[config.mk]
export PLATFORM = sky130hd
export DESIGN_NAME = synapse_scheduler_flat
export DESIGN_NICKNAME = d
export VERILOG_FILES = /design/src/rtl/synapse_scheduler_if.sv /design/src/rtl/synapse_scheduler.sv /design/src/flat_wrapper.sv
export SDC_FILE = /design/constraint.sdc
export NUM_CORES = 1
export LEC_CHECK = 0
export BUFFER_PORTS_ARGS = -buffer_cell sky130_fd_sc_hd__buf_4
export CAP_MARGIN = 20
export CORE_UTILIZATION = 25
export DETAILED_ROUTE_END_ITERATION = 6
export REMOVE_ABC_BUFFERS = 1
export SYNTH_ARGS = -nofsm -noshare
export SYNTH_HDL_FRONTEND = slang
export SYNTH_SLANG_ARGS = --single-unit
[constraint.sdc]
create_clock -name clk -period 2.75 [get_ports clk]
set_input_delay 0.4125 -clock clk [delete_from_list [all_inputs] [get_ports clk]]
set_output_delay 0.4125 -clock clk [all_outputs]
set_load 0.05 [all_outputs]
[src/rtl/synapse_scheduler_if.sv]
// Spike request / delivery bundle between presynaptic requesters and the scheduler.
// The master side drives spikes and configuration; the slave side is the scheduler.
interface synapse_scheduler_if #(
   parameter int N_REQ   = 4,
   parameter int DELAY_W = 4
);
   localparam int ID_W = (N_REQ > 1) ? $clog2(N_REQ) : 1;

   logic [N_REQ-1:0]   spike_in;
   logic               enable;
   logic [DELAY_W-1:0] delay_cfg;
   logic               cfg_load;
   logic               spike_out;
   logic [ID_W-1:0]    spike_id;
   logic               busy;
   logic [N_REQ-1:0]   pending;
   logic [7:0]         drop_cnt;

   modport master (
      output spike_in, enable, delay_cfg, cfg_load,
      input  spike_out, spike_id, busy, pending, drop_cnt
   );

   modport slave (
      input  spike_in, enable, delay_cfg, cfg_load,
      output spike_out, spike_id, busy, pending, drop_cnt
   );
endinterface

[src/rtl/synapse_scheduler.sv]
// Round-robin scheduler that captures presynaptic spike edges and replays them,
// one at a time, through a single programmable delay line.
//
// state | meaning
// IDLE  | waiting for enable and a pending spike to grant
// DELAY | counting the granted spike's delay down to 1
// FIRE  | one-cycle spike_out pulse for spike_id
module synapse_scheduler #(
   parameter int N_REQ   = 4,
   parameter int DELAY_W = 4
) (
   input  logic              clk,
   input  logic              rst_n,
   synapse_scheduler_if.slave bus
);
   localparam int ID_W = (N_REQ > 1) ? $clog2(N_REQ) : 1;
   localparam int IW1  = ID_W + 1;
   localparam logic [ID_W:0] N_L = IW1'(N_REQ);

   typedef enum logic [1:0] {S_IDLE, S_DELAY, S_FIRE} state_t;

   state_t             state_q, state_d;
   logic [N_REQ-1:0]   spike_q, spike_d;
   logic [N_REQ-1:0]   pending_q, pending_d;
   logic [7:0]         drop_cnt_q, drop_cnt_d;
   logic [ID_W-1:0]    last_grant_q, last_grant_d;
   logic [ID_W-1:0]    spike_id_q, spike_id_d;
   logic [DELAY_W-1:0] cnt_q, cnt_d;
   logic [DELAY_W-1:0] delay_reg_q, delay_reg_d;

   logic [N_REQ-1:0]   rise;
   logic [N_REQ-1:0]   gnt_vec;
   logic [ID_W-1:0]    gnt_idx;
   logic               gnt_found;
   logic               grant;
   logic               drop;
   logic [ID_W:0]      cand_sum;

   // Round-robin search starting just after the last granted requester.
   always_comb begin
      gnt_found = 1'b0;
      gnt_idx   = '0;
      cand_sum  = '0;
      for (int i = 1; i <= N_REQ; i++) begin
         cand_sum = {1'b0, last_grant_q} + IW1'(i);
         if (cand_sum >= N_L) cand_sum = cand_sum - N_L;
         if (!gnt_found && pending_q[cand_sum[ID_W-1:0]]) begin
            gnt_found = 1'b1;
            gnt_idx   = cand_sum[ID_W-1:0];
         end
      end
      grant   = (state_q == S_IDLE) && bus.enable && gnt_found;
      gnt_vec = '0;
      for (int j = 0; j < N_REQ; j++) begin
         gnt_vec[j] = grant && (gnt_idx == ID_W'(j));
      end
   end

   always_comb begin
      state_d      = state_q;
      cnt_d        = cnt_q;
      spike_id_d   = spike_id_q;
      last_grant_d = last_grant_q;
      case (state_q)
         S_IDLE: begin
            if (grant) begin
               spike_id_d   = gnt_idx;
               last_grant_d = gnt_idx;
               cnt_d        = delay_reg_q;
               state_d      = (delay_reg_q == '0) ? S_FIRE : S_DELAY;
            end
         end
         S_DELAY: begin
            if (cnt_q == DELAY_W'(1)) state_d = S_FIRE;
            else                      cnt_d   = cnt_q - DELAY_W'(1);
         end
         S_FIRE:  state_d = S_IDLE;
         default: state_d = S_IDLE;
      endcase
   end

   // A fresh rise always wins over the grant clearing the same bit.
   always_comb begin
      spike_d     = bus.spike_in;
      rise        = bus.spike_in & ~spike_q;
      pending_d   = (pending_q & ~gnt_vec) | rise;
      drop        = |(rise & pending_q & ~gnt_vec);
      drop_cnt_d  = (drop && (drop_cnt_q != 8'hFF)) ? drop_cnt_q + 8'd1 : drop_cnt_q;
      delay_reg_d = bus.cfg_load ? bus.delay_cfg : delay_reg_q;
   end

   always_ff @(posedge clk or negedge rst_n) begin
      if (!rst_n) begin
         state_q      <= S_IDLE;
         spike_q      <= '0;
         pending_q    <= '0;
         drop_cnt_q   <= '0;
         last_grant_q <= ID_W'(N_REQ - 1);
         spike_id_q   <= '0;
         cnt_q        <= '0;
         delay_reg_q  <= DELAY_W'(3);
      end else begin
         state_q      <= state_d;
         spike_q      <= spike_d;
         pending_q    <= pending_d;
         drop_cnt_q   <= drop_cnt_d;
         last_grant_q <= last_grant_d;
         spike_id_q   <= spike_id_d;
         cnt_q        <= cnt_d;
         delay_reg_q  <= delay_reg_d;
      end
   end

   assign bus.spike_out = (state_q == S_FIRE);
   assign bus.busy      = (state_q != S_IDLE);
   assign bus.spike_id  = spike_id_q;
   assign bus.pending   = pending_q;
   assign bus.drop_cnt  = drop_cnt_q;
endmodule

[src/flat_wrapper.sv]
// flat-port wrapper written by rule: the top's interface ports become plain ports
module synapse_scheduler_flat 
#(
   parameter int N_REQ   = 4,
   parameter int DELAY_W = 4
)
  (clk, rst_n, bus_spike_in, bus_enable, bus_delay_cfg, bus_cfg_load, bus_spike_out, bus_spike_id, bus_busy, bus_pending, bus_drop_cnt);
  synapse_scheduler_if #(.N_REQ(N_REQ), .DELAY_W(DELAY_W)) bus_i ();
  input  logic clk;
  input  logic rst_n;
  input wire logic [$bits(bus_i.spike_in)-1:0] bus_spike_in;
  input wire logic [$bits(bus_i.enable)-1:0] bus_enable;
  input wire logic [$bits(bus_i.delay_cfg)-1:0] bus_delay_cfg;
  input wire logic [$bits(bus_i.cfg_load)-1:0] bus_cfg_load;
  output wire logic [$bits(bus_i.spike_out)-1:0] bus_spike_out;
  output wire logic [$bits(bus_i.spike_id)-1:0] bus_spike_id;
  output wire logic [$bits(bus_i.busy)-1:0] bus_busy;
  output wire logic [$bits(bus_i.pending)-1:0] bus_pending;
  output wire logic [$bits(bus_i.drop_cnt)-1:0] bus_drop_cnt;
  assign bus_i.spike_in = bus_spike_in;
  assign bus_i.enable = bus_enable;
  assign bus_i.delay_cfg = bus_delay_cfg;
  assign bus_i.cfg_load = bus_cfg_load;
  assign bus_spike_out = bus_i.spike_out;
  assign bus_spike_id = bus_i.spike_id;
  assign bus_busy = bus_i.busy;
  assign bus_pending = bus_i.pending;
  assign bus_drop_cnt = bus_i.drop_cnt;
  synapse_scheduler #(.N_REQ(N_REQ), .DELAY_W(DELAY_W)) u_core (.clk(clk), .rst_n(rst_n), .bus(bus_i));
endmodule
# ---- Word level (Yosys, flattened, before mapping)
# Cells that the tools add are included.
dict set report op_classes {
  n_mul 0
  bitwise_logic 7
  eq_ne 10
  shifts 0
  reduce_logical 22
  muxes 27
  add_sub_neg 10
  div_mod_pow 0
  magnitude_cmp 8
}
# op count
set op_table {}
lappend op_table {{2-bit two-way mux} 11}
lappend op_table {{4-bit bitwise AND} 4}
lappend op_table {{3-bit >= comparator, second input constant} 4}
lappend op_table {{2-bit by 3-bit less-than comparator with 1-bit output, second input constant} 4}
lappend op_table {{1-bit logical AND} 10}
lappend op_table {{8-bit by 1-bit adder with 8-bit output, second input constant} 1}
lappend op_table {{1-bit binary-select mux with 2-bit select} 4}
lappend op_table {{1-bit two-way mux} 8}
lappend op_table {{4-bit two-way mux} 2}
lappend op_table {{8-bit != test, second input constant} 1}
lappend op_table {{4-bit inverter} 2}
lappend op_table {{4-bit one-hot mux with 2 select lines} 1}
lappend op_table {{2-bit by 1-bit subtractor with 2-bit output, second input constant} 4}
lappend op_table {{2-bit by 2-bit adder with 3-bit output, second input constant} 2}
lappend op_table {{2-bit equality test, second input constant} 3}
lappend op_table {{2-bit by 1-bit equality test with 1-bit output, second input constant} 2}
lappend op_table {{4-bit by 1-bit equality test with 1-bit output, second input constant} 1}
lappend op_table {{2-bit zero test} 2}
lappend op_table {{4-bit zero test} 1}
lappend op_table {{2-bit by 1-bit != test with 1-bit output, second input constant} 2}
lappend op_table {{4-bit OR} 1}
lappend op_table {{2-bit one-hot mux with 2 select lines} 1}
lappend op_table {{2-bit AND reduction} 2}
lappend op_table {{2-bit nonzero test} 2}
lappend op_table {{7 further kinds} 9}
dict set report word_totals {
  n_memories 0
  rom_bits 0
  mem_bits_rw 0
  regBits 30
  word_cells 92
  latch_bits 0
  out_inout_bits 16
  input_bits 12
}

# ---- Logic depth before layout (Yosys ltp)
# Gate-level depths: netlist of the first run.
dict set report logic_depth {
  word_depth 21
  ltp_mapped 7
  mapped_depth_nobuf 7
}

# ---- Worst setup path after synthesis of the first run
# No wires, ideal clock.
dict set report synth_timing {
  path_kind {register -> register}
  start {register u_core.pending_q[3], in the netlist u_core.bus.pending[3]}
  end {register u_core.drop_cnt_q[6], in the netlist u_core.bus.drop_cnt[6]}
  period_less_slack_ps 2311
  path_buffers 0
  path_stages_with_launch 7
  setup_time_ps 128
  t_arrival_ps 2183
  slack_ps 439
  required_time_ps 2622
  cell_sequence {dfrtp_1 -> nand3b_1 -> a31oi_4 -> mux2_4 -> a32o_1 -> a21oi_1 -> mux2_1}
}
dict set report synth_between {
  elab_chain_cells 18
  elab_cells_between_ends 36
  cone_classes {eq/ne (3); mux (16); bitwise (3); reduce/logical (14)}
}
# element line_no
set synth_lines {}
lappend synth_lines {{start, declared} synapse_scheduler.sv:24} ;# logic [N_REQ-1:0] pending_q, pending_d;
lappend synth_lines {{start signal, assigned} synapse_scheduler.sv:105} ;# pending_q <= pending_d;
lappend synth_lines {{1-bit binary-select mux with 2-bit select} synapse_scheduler.sv:47} ;# if (!gnt_found && pending_q[cand_sum[ID_W-1:0]]) begin
lappend synth_lines {{1-bit two-way mux (not written as such)} synapse_scheduler.sv:47}
lappend synth_lines {{1-bit two-way mux} synapse_scheduler.sv:47}
lappend synth_lines {{1-bit zero test} synapse_scheduler.sv:47}
lappend synth_lines {{1-bit logical AND} synapse_scheduler.sv:47}
lappend synth_lines {{1-bit two-way mux} synapse_scheduler.sv:47}
lappend synth_lines {{1-bit zero test} synapse_scheduler.sv:47}
lappend synth_lines {{1-bit logical AND} synapse_scheduler.sv:47}
lappend synth_lines {{[2 not listed]} -}
lappend synth_lines {{1-bit logical AND} synapse_scheduler.sv:47}
lappend synth_lines {{2-bit two-way mux / 1-bit two-way mux (equally long branches)} synapse_scheduler.sv:47}
lappend synth_lines {{2-bit by 1-bit equality test with 1-bit output (tied with other cells)} synapse_scheduler.sv:55} ;# gnt_vec[j] = grant && (gnt_idx == ID_W'(j));
lappend synth_lines {{1-bit logical AND} synapse_scheduler.sv:55}
lappend synth_lines {{4-bit inverter} synapse_scheduler.sv:87} ;# drop = |(rise & pending_q & ~gnt_vec);
lappend synth_lines {{4-bit bitwise AND *} synapse_scheduler.sv:87}
lappend synth_lines {{4-bit OR reduction *} synapse_scheduler.sv:87}
lappend synth_lines {{1-bit logical AND *} synapse_scheduler.sv:88} ;# drop_cnt_d = (drop && (drop_cnt_q != 8'hFF)) ? drop_cnt_q + 8'd1 : drop_cnt_q;
lappend synth_lines {{end signal, assigned} synapse_scheduler.sv:106} ;# drop_cnt_q <= drop_cnt_d;
lappend synth_lines {{end, declared} synapse_scheduler.sv:25} ;# logic [7:0] drop_cnt_q, drop_cnt_d;
# Mark *: on every way between the ends. The rest lies on a longest branch, timed or not. The select of a mux whose other input is x is not followed.
# A chain may end at the register's enable or synchronous reset.

# ---- Worst setup path after layout of the first run
dict set report layout_timing {
  start {register u_core.state_q[0]}
  end {register u_core.drop_cnt_q[1], in the netlist u_core.bus.drop_cnt[1]}
}
dict set report layout_between {
  elab_chain_cells 8
  elab_cells_between_ends 11
  cone_classes {bitwise (2); reduce/logical (9)}
}
# element line_no
set layout_lines {}
lappend layout_lines {{start, declared} synapse_scheduler.sv:22} ;# state_t state_q, state_d;
lappend layout_lines {{start signal, assigned} synapse_scheduler.sv:103} ;# state_q <= state_d;
lappend layout_lines {{2-bit zero test *} synapse_scheduler.sv:52} ;# grant = (state_q == S_IDLE) && bus.enable && gnt_found;
lappend layout_lines {{1-bit logical AND * (2 in a row)} synapse_scheduler.sv:52}
lappend layout_lines {{1-bit logical AND} synapse_scheduler.sv:55}
lappend layout_lines {{4-bit inverter *} synapse_scheduler.sv:87}
lappend layout_lines {{4-bit bitwise AND *} synapse_scheduler.sv:87}
lappend layout_lines {{4-bit OR reduction *} synapse_scheduler.sv:87}
lappend layout_lines {{1-bit logical AND *} synapse_scheduler.sv:88}
# Mark *: on every way between the ends. The rest lies on a longest branch, timed or not.

==> metrics.md, run 1 <==
| Metric | Value |
|---|---|
| Vias/cell | 4.53 |
| Row count | 28 |
| Status | completed |
| CTS tree | yes |
| Cts hold-fix bufs | 0 |
| IO Count | 28 |
| DIE HEIGHT | 80.0 um |
| Critical Path Start Type | register |
| Final Hold Fails | 0 |
| CTS root buf | clkbuf_8 |
| Routed via count | 1141 |
| Post-Route WL | 3120 um |
| Global placement routability congestion | 0.819 |
| Die width | 80.0 um |
| # setup viols final | 0 |
| Vias in the first global route | 1143 |
| Critical path peak fanout | 6 |
| CP Capture Type | register |
| Core box area | 5890 um2 |
| Max Clk Rate | 0.454 GHz |
| Post-CTS Repair Setup Buffers | 0 |
| Top sig layer | met4 |
| # nets final | 191 |
| Setup ws final | 0.549 ns |
| Leak | 0.860 nW |
| H-tree Lvls | 2 |
| Post-cts sizing count | 0 |
| Relative slew slack | 55.2% |
| Ys Warns | 0 |
| Skew-Pair Late Insertion Delay | 0.28 ns |
| Drt drc | 0 |
| Commonest non-fill, non-tap cell in the layout | buf_4 |
| RSZ-0062 raised after global routing | no |
| Commonest cells after routing, fill and taps aside | buf_4 (27), dfrtp_1 (26), nand2_1 (18) |
| Tcrit/Tclk final | 80.0% |
| Post-Syn Area | 1520 um2 |
| Ant diodes | 0 |
| Register area share after synthesis | 49.7% |
| Full die area | 6400 um2 |
| Skew final | 0.00398 ns |
| Synth async-reset ratio | 100% |
| Synth Flop Type | dfrtp_1 |
| Routed wl met3 | 164 um |
| Aggregate global routing overflow | 0 |
| M1 wire length | 1550 um |
| Gate count after technology mapping | 143 |
| WS Path Type | reg -> reg |
| Gr usage total | 11.2% |
| Pwr Density | 1290 nW/um2 |
| Initial antenna violation count | 0 |
| EDFF count, synth | 0 |
| Seq cells post-synth | 30 |
| Clock sinks | 30 |
| 1st-iter DRT viols | 52 |
| Routed len/inst | 12.4 um |
| Cts bufs inserted | 5 |
| Worst vdd ir | 0.545 mV |
| Final worst path period need | 2.20 ns |
| Worst EP arrival | 2.37 ns |
| Buffers on Ports | 27 |
| Routed Antenna Nets | 0 |
| Max-Cap Viols | 0 |
| Slew @ Worst Pin | 0.673 ns |
| DRT Pass-1 Iters | 4 |
| Clock-pin slew on the worst setup and hold paths | 0.07 ns |
| Setup TNS | 0 ns |
| Critical Path RT | 2.92 ns |
| Pin count of the biggest net entering global routing | 31 |
| HPWL after DPL | 2280 um |
| Max-slew violations | 0 |
| Clk buf depth | 2 |
| Share of layout cells above drive strength 1 | 29.9% |
| Pre-CTS setup slack | 0.558 ns |
| Synth-to-layout area growth | 26.5% |
| Unique cell type count in the Yosys netlist | 41 |
| Average size of a mapped cell | 10.6 um2 |
| First-pass GRT wire length | 5360 um |
| Initial Util | 25.9% |
| Worst min-delay path class | in -> async |
| Routed wl met2 | 1360 um |
flip-flops by register name, summed over array words and instances (netlist names):
signal and cells:
u_core.last_grant_q 2, u_core.cnt_q 4, u_core.bus.pending 4, u_core.state_q 2
u_core.bus.spike_id 2, u_core.delay_reg_q 4, u_core.spike_q 4, u_core.bus.drop_cnt 8
worst max-delay path, cell delays in order (launching register included):
cell and delay, ns:
dfrtp_1 0.41, nor2_1 0.22, nand2_1 0.18, a21oi_1 0.57, a31oi_4 0.23, nor2_4 0.16
mux2_1 0.32
cell type report:
cell class,instances,area [um2]
inverters,8,30.0
multi-input cells,104,732
repair buffers,27,203
fillers,617,3960
well taps,75,93.8
clock buffers,8,110
flip-flops and latches,30,756
synth_stat cells (2+ instances only):
| cell | instances | area share, % |
|---|---|---|
| mux2_1 | 2 | 1.5 |
| xnor2_1 | 6 | 3.5 |
| a21o_1 | 2 | 0.99 |
| a31oi_4 | 2 | 2.8 |
| nand2_1 | 18 | 4.4 |
| a21oi_1 | 2 | 0.66 |
| dfstp_2 | 4 | 6.9 |
| a22o_1 | 3 | 1.7 |
| nand3b_1 | 4 | 2.0 |
| dfrtp_1 | 26 | 43 |
| mux2i_1 | 3 | 2.0 |
| nand2b_1 | 2 | 0.82 |
| nand3_1 | 3 | 0.99 |
| mux2_2 | 4 | 3.0 |
| and3_1 | 3 | 1.2 |
| o21ai_1 | 3 | 0.99 |
| o21ai_0 | 9 | 3.0 |
| nor2_1 | 15 | 3.7 |
| ha_1 | 3 | 2.5 |
| inv_1 | 8 | 2.0 |
stage by stage:
stage | hold WS (ns) | power [mW] | area (um2) | std cells | utilization, %
floorplan | 0.117 | 1.73 | 1520 | 142 | -
global placement | 0.368 | 2.05 | 1810 | 244 | 30.8
detailed placement | 0.366 | 2.06 | 1810 | 244 | 30.8
CTS | 0.0544 | 2.50 | 1920 | 252 | 32.7
global route | 0.0736 | 2.64 | 1920 | 252 | 32.7
finish | 0.0430 | 2.47 | 1920 | 252 | 32.7
logic make-up after synthesis:
kind of cell	count (synthesis)	share of synthesized area [%]
AO/OA/AOI/OAI	29	16.4
XOR/XNOR	7	4.03
adder cells (fa/ha/maj)	3	2.47
buffers and inverters	9	2.22
flip-flops	30	49.7
multiplexers	10	7.40
AND/OR/NAND/NOR	55	17.8
report_power, final:
group	switching, mW	leakage (nW)	total, mW	internal (mW)
combinational	0.799	0.457	1.26	0.458
sequential	0.183	0.346	0.797	0.615
clock	0.167	0.0575	0.420	0.253
final timing paths:
path / startpoint / endpoint / slack [ns] / cells past startpoint
min: rst_n / u_core.bus.drop_cnt[6]$_DFFE_PN0P_ / 0.04 / 1
max in group asynchronous: rst_n / u_core.delay_reg_q[1]$_DFFE_PN1P_ / 2.39 / 1
min reg2reg: u_core.spike_q[2]$_DFF_PN0_ / u_core.bus.pending[2]$_DFF_PN0_ / 0.44 / 1
max: u_core.state_q[0]$_DFFE_PN0P_ / u_core.bus.drop_cnt[1]$_DFFE_PN0P_ / 0.55 / 6
max reg2reg: u_core.state_q[0]$_DFFE_PN0P_ / u_core.bus.drop_cnt[1]$_DFFE_PN0P_ / 0.55 / 6
min in group clk: bus_spike_in[1] / u_core.spike_q[1]$_DFF_PN0_ / 0.25 / 1
per-layer routing:
| layer | up-vias | GRT usage [%] |
|---|---|---|
| met5 | - | 0 |
| met1 | 539 | 14.3 |
| li1 | 568 | - |
| met3 | 4 | 3.77 |
| met2 | 30 | 16.9 |
| met4 | 0 | 4.82 |
No activity file was read; power rests on OpenSTA's default activity.
==> inputs of run 2 (changes only) <==
==> constraint.sdc (replaced) <==
create_clock -name clk -period 1.9 [get_ports clk]
set_input_delay 0.285 -clock clk [delete_from_list [all_inputs] [get_ports clk]]
set_output_delay 0.285 -clock clk [all_outputs]
set_load 0.05 [all_outputs]
==> metrics.md, run 2 (synthesis gave the netlist of run 1 again) <==
| Metric | Value |
|---|---|
| Status | finished with violations (was completed) |
| Failing checks | setup timing |
| DRT Pass-1 Iters | 4 (unchanged) |
| 1st-iter DRT viols | 36 (was 52) |
| Worst min-delay path class | in -> reg (was in -> async) |
| Vias in the first global route | 1288 (was 1143) |
| Final Hold Fails | 0 (unchanged) |
| Pwr Density | 1880 nW/um2 (was 1290 nW/um2) |
| Share of layout cells above drive strength 1 | 40.2% (was 29.9%) |
| Critical Path RT | 2.07 ns (was 2.92 ns) |
| Max-slew violations | 0 (unchanged) |
| Skew final | 0.00784 ns (was 0.00398 ns) |
| Placed insts | 263 (was 244) |
| Gr usage total | 12.5% (was 11.2%) |
| Relative slew slack | 71.3% (was 55.2%) |
| Worst EP arrival | 2.21 ns (was 2.37 ns) |
| IO Count | 28 (unchanged) |
| Reg2reg path depth | 6 (unchanged) |
| Die width | 80.0 um (unchanged) |
| Drt drc | 0 (unchanged) |
| Setup ws final | -0.144 ns (was 0.549 ns) |
| Worst vdd ir | 0.845 mV (was 0.545 mV) |
| H-tree Lvls | 2 (unchanged) |
| Post-Route WL | 3510 um (was 3120 um) |
| Routed Antenna Nets | 0 (unchanged) |
| Cts bufs inserted | 5 (unchanged) |
| Synth-to-layout area growth | 39.8% (was 26.5%) |
| Row count | 28 (unchanged) |
| Commonest cells after routing, fill and taps aside | buf_4 (44), dfrtp_1 (26), nand2_1 (18) (was buf_4 (27), dfrtp_1 (26), nand2_1 (18)) |
| Switching share of power | 44.9% (was 46.4%) |
| Finished Cell Area | 2130 um2 (was 1920 um2) |
| P_int | 2.21 mW (was 1.32 mW) |
| Routed len/inst | 12.8 um (was 12.4 um) |
| R2r startpoint | u_core.last_grant_q[1]$_DFFE_PN1P_ (was u_core.state_q[0]$_DFFE_PN0P_) |
| Commonest non-fill, non-tap cell in the layout | buf_4 (unchanged) |
| Routed via count | 1244 (was 1141) |
| Critical path peak fanout | 6 (unchanged) |
| First-pass GRT wire length | 6010 um (was 5360 um) |
| Hold path cells | 1 |
| Max-Cap Viols | 0 (unchanged) |
| Crit. Startpoint | u_core.last_grant_q[1]$_DFFE_PN1P_ (was u_core.state_q[0]$_DFFE_PN0P_) |
| Total Power | 4.01 mW (was 2.47 mW) |
| CTS tree | yes (unchanged) |
| Pre-CTS setup slack | -0.197 ns (was 0.558 ns) |
| Combinational fraction of design power | 58.7% (was 50.8%) |
| Aggregate global routing overflow | 0 (unchanged) |
| Hold path startpoint | bus_spike_in[1] |
| Critical Path Start Type | register (unchanged) |
| CTS root buf | clkbuf_8 (unchanged) |
| Full die area | 6400 um2 (unchanged) |
| Pin count of the biggest net entering global routing | 31 (unchanged) |
| Global placement routability congestion | 0.828 (was 0.819) |
| RSZ-0062 raised after global routing | yes (was no) |
| Max reg flops | 8 (unchanged) |
| Final Util | 36.1% (was 32.7%) |
| Reg power frac | 27.8% (was 32.2%) |
| Post-DP Area | 1960 um2 (was 1810 um2) |
| Net Sw Power | 1.80 mW (was 1.15 mW) |
| Final worst path period need | 2.04 ns (was 2.20 ns) |
| HPWL after DPL | 2530 um (was 2280 um) |
| Ant diodes | 0 (unchanged) |
| Slew @ Worst Pin | 0.426 ns (was 0.673 ns) |
| Tcrit/Tclk final | 108% (was 80.0%) |
| Clk pwr share | 13.5% (was 17.0%) |
| DIE HEIGHT | 80.0 um (unchanged) |
| WS Path Type | reg -> reg (unchanged) |
| Clock-pin slew on the worst setup and hold paths | 0.07 ns (about the same) |
| Clk buf depth | 2 (unchanged) |
| Initial Util | 25.9% (unchanged) |
| CP Capture Type | register (unchanged) |
| Clock sinks | 30 (unchanged) |
| Final Non-Filler Cells | 274 (was 252) |
| Core box area | 5890 um2 (unchanged) |
| Vias/cell | 4.54 (was 4.53) |
| Buffers on Ports | 27 (unchanged) |
| Skew-Pair Late Insertion Delay | 0.29 ns (was 0.28 ns) |
| Max Clk Rate | 0.489 GHz (was 0.454 GHz) |
| Leak | 0.968 nW (was 0.860 nW) |
| # setup viols final | 8 (was 0) |
| Initial antenna violation count | 0 (unchanged) |
| # nets final | 213 (was 191) |
| Fillers | 617 (unchanged) |
## run 2: cell count changes in the layout (fill, tap and decap cells not counted), sizes merged
| cell | delta |
|---|---|
| buf | +21 |
| clkbuf | -1 |
| clkinv | +1 |
| dlygate4sd3 | +1 |
## run 2: timing repair
action,4_1_cts,5_1_grt
resized for setup,11,2
setup buffers,2,0
endpoints found under the setup margin,8,8
pin swaps,11,6
hold buffers,1,0
hold endpoints to repair,26,0
## run 2: power groups by stage
stage	Clock [mW]	Combinational (mW)	Sequential, mW
final	0.541	2.35	1.11
after global routing	0.577	2.57	1.15
after CTS	0.548	2.35	1.11
after detailed placement	0	2.19	1.12
after global placement	0	2.16	1.11
after floorplan	0	0.946	1.55
## run 2: final timing paths
| check | endpoint | slack (ns) |
|---|---|---|
| max | u_core.bus.drop_cnt[6]$_DFFE_PN0P_ | -0.14 |
| min | u_core.spike_q[1]$_DFF_PN0_ | 0.12 |
| max reg2reg | u_core.bus.drop_cnt[6]$_DFFE_PN0P_ | -0.14 |
| min reg2reg | u_core.bus.pending[1]$_DFF_PN0_ | 0.44 |
| max in group asynchronous | u_core.last_grant_q[0]$_DFFE_PN1P_ | 1.10 |
| min in group asynchronous | u_core.bus.drop_cnt[5]$_DFFE_PN0P_ | 0.47 |
## run 2: metrics by stage
step	setup TNS, ns	hold WS, ns
floorplan	-2.13	-0.0106
global placement	-0.756	0.238
detailed placement	-0.968	0.248
CTS	-0.644	0.120
global route	-1.26	0.118
finish	-0.723	0.120
## run 2: area by class of cell
class	count	area, um2	area share, %
Multi-Input combinational cell	104	771	36.2
Sequential cell	30	756	35.5
Timing Repair Buffer	49	385	18.1
Tap cell	75	93.8	4.41
Clock buffer	7	86.3	4.06
Inverter	8	30.0	1.41
Clock inverter	1	5.00	0.235
## run 2: metal layers
layer / track usage, % / vias up / part of all wire [%]
met5: 0 / - / 0
met4: 5.89 / 0 / 2.3
met3: 3.89 / 8 / 4.2
met2: 19.1 / 25 / 45
met1: 16.1 / 602 / 49
li1: - / 609 / -
## run 2: critical path: stages, from the launching register on
cell and delay (ns):
dfstp_2 0.59, nand3b_1 0.13, a31oi_4 0.19, mux2_4 0.34
a32o_1 0.23, a21oi_2 0.14, mux2_4 0.31
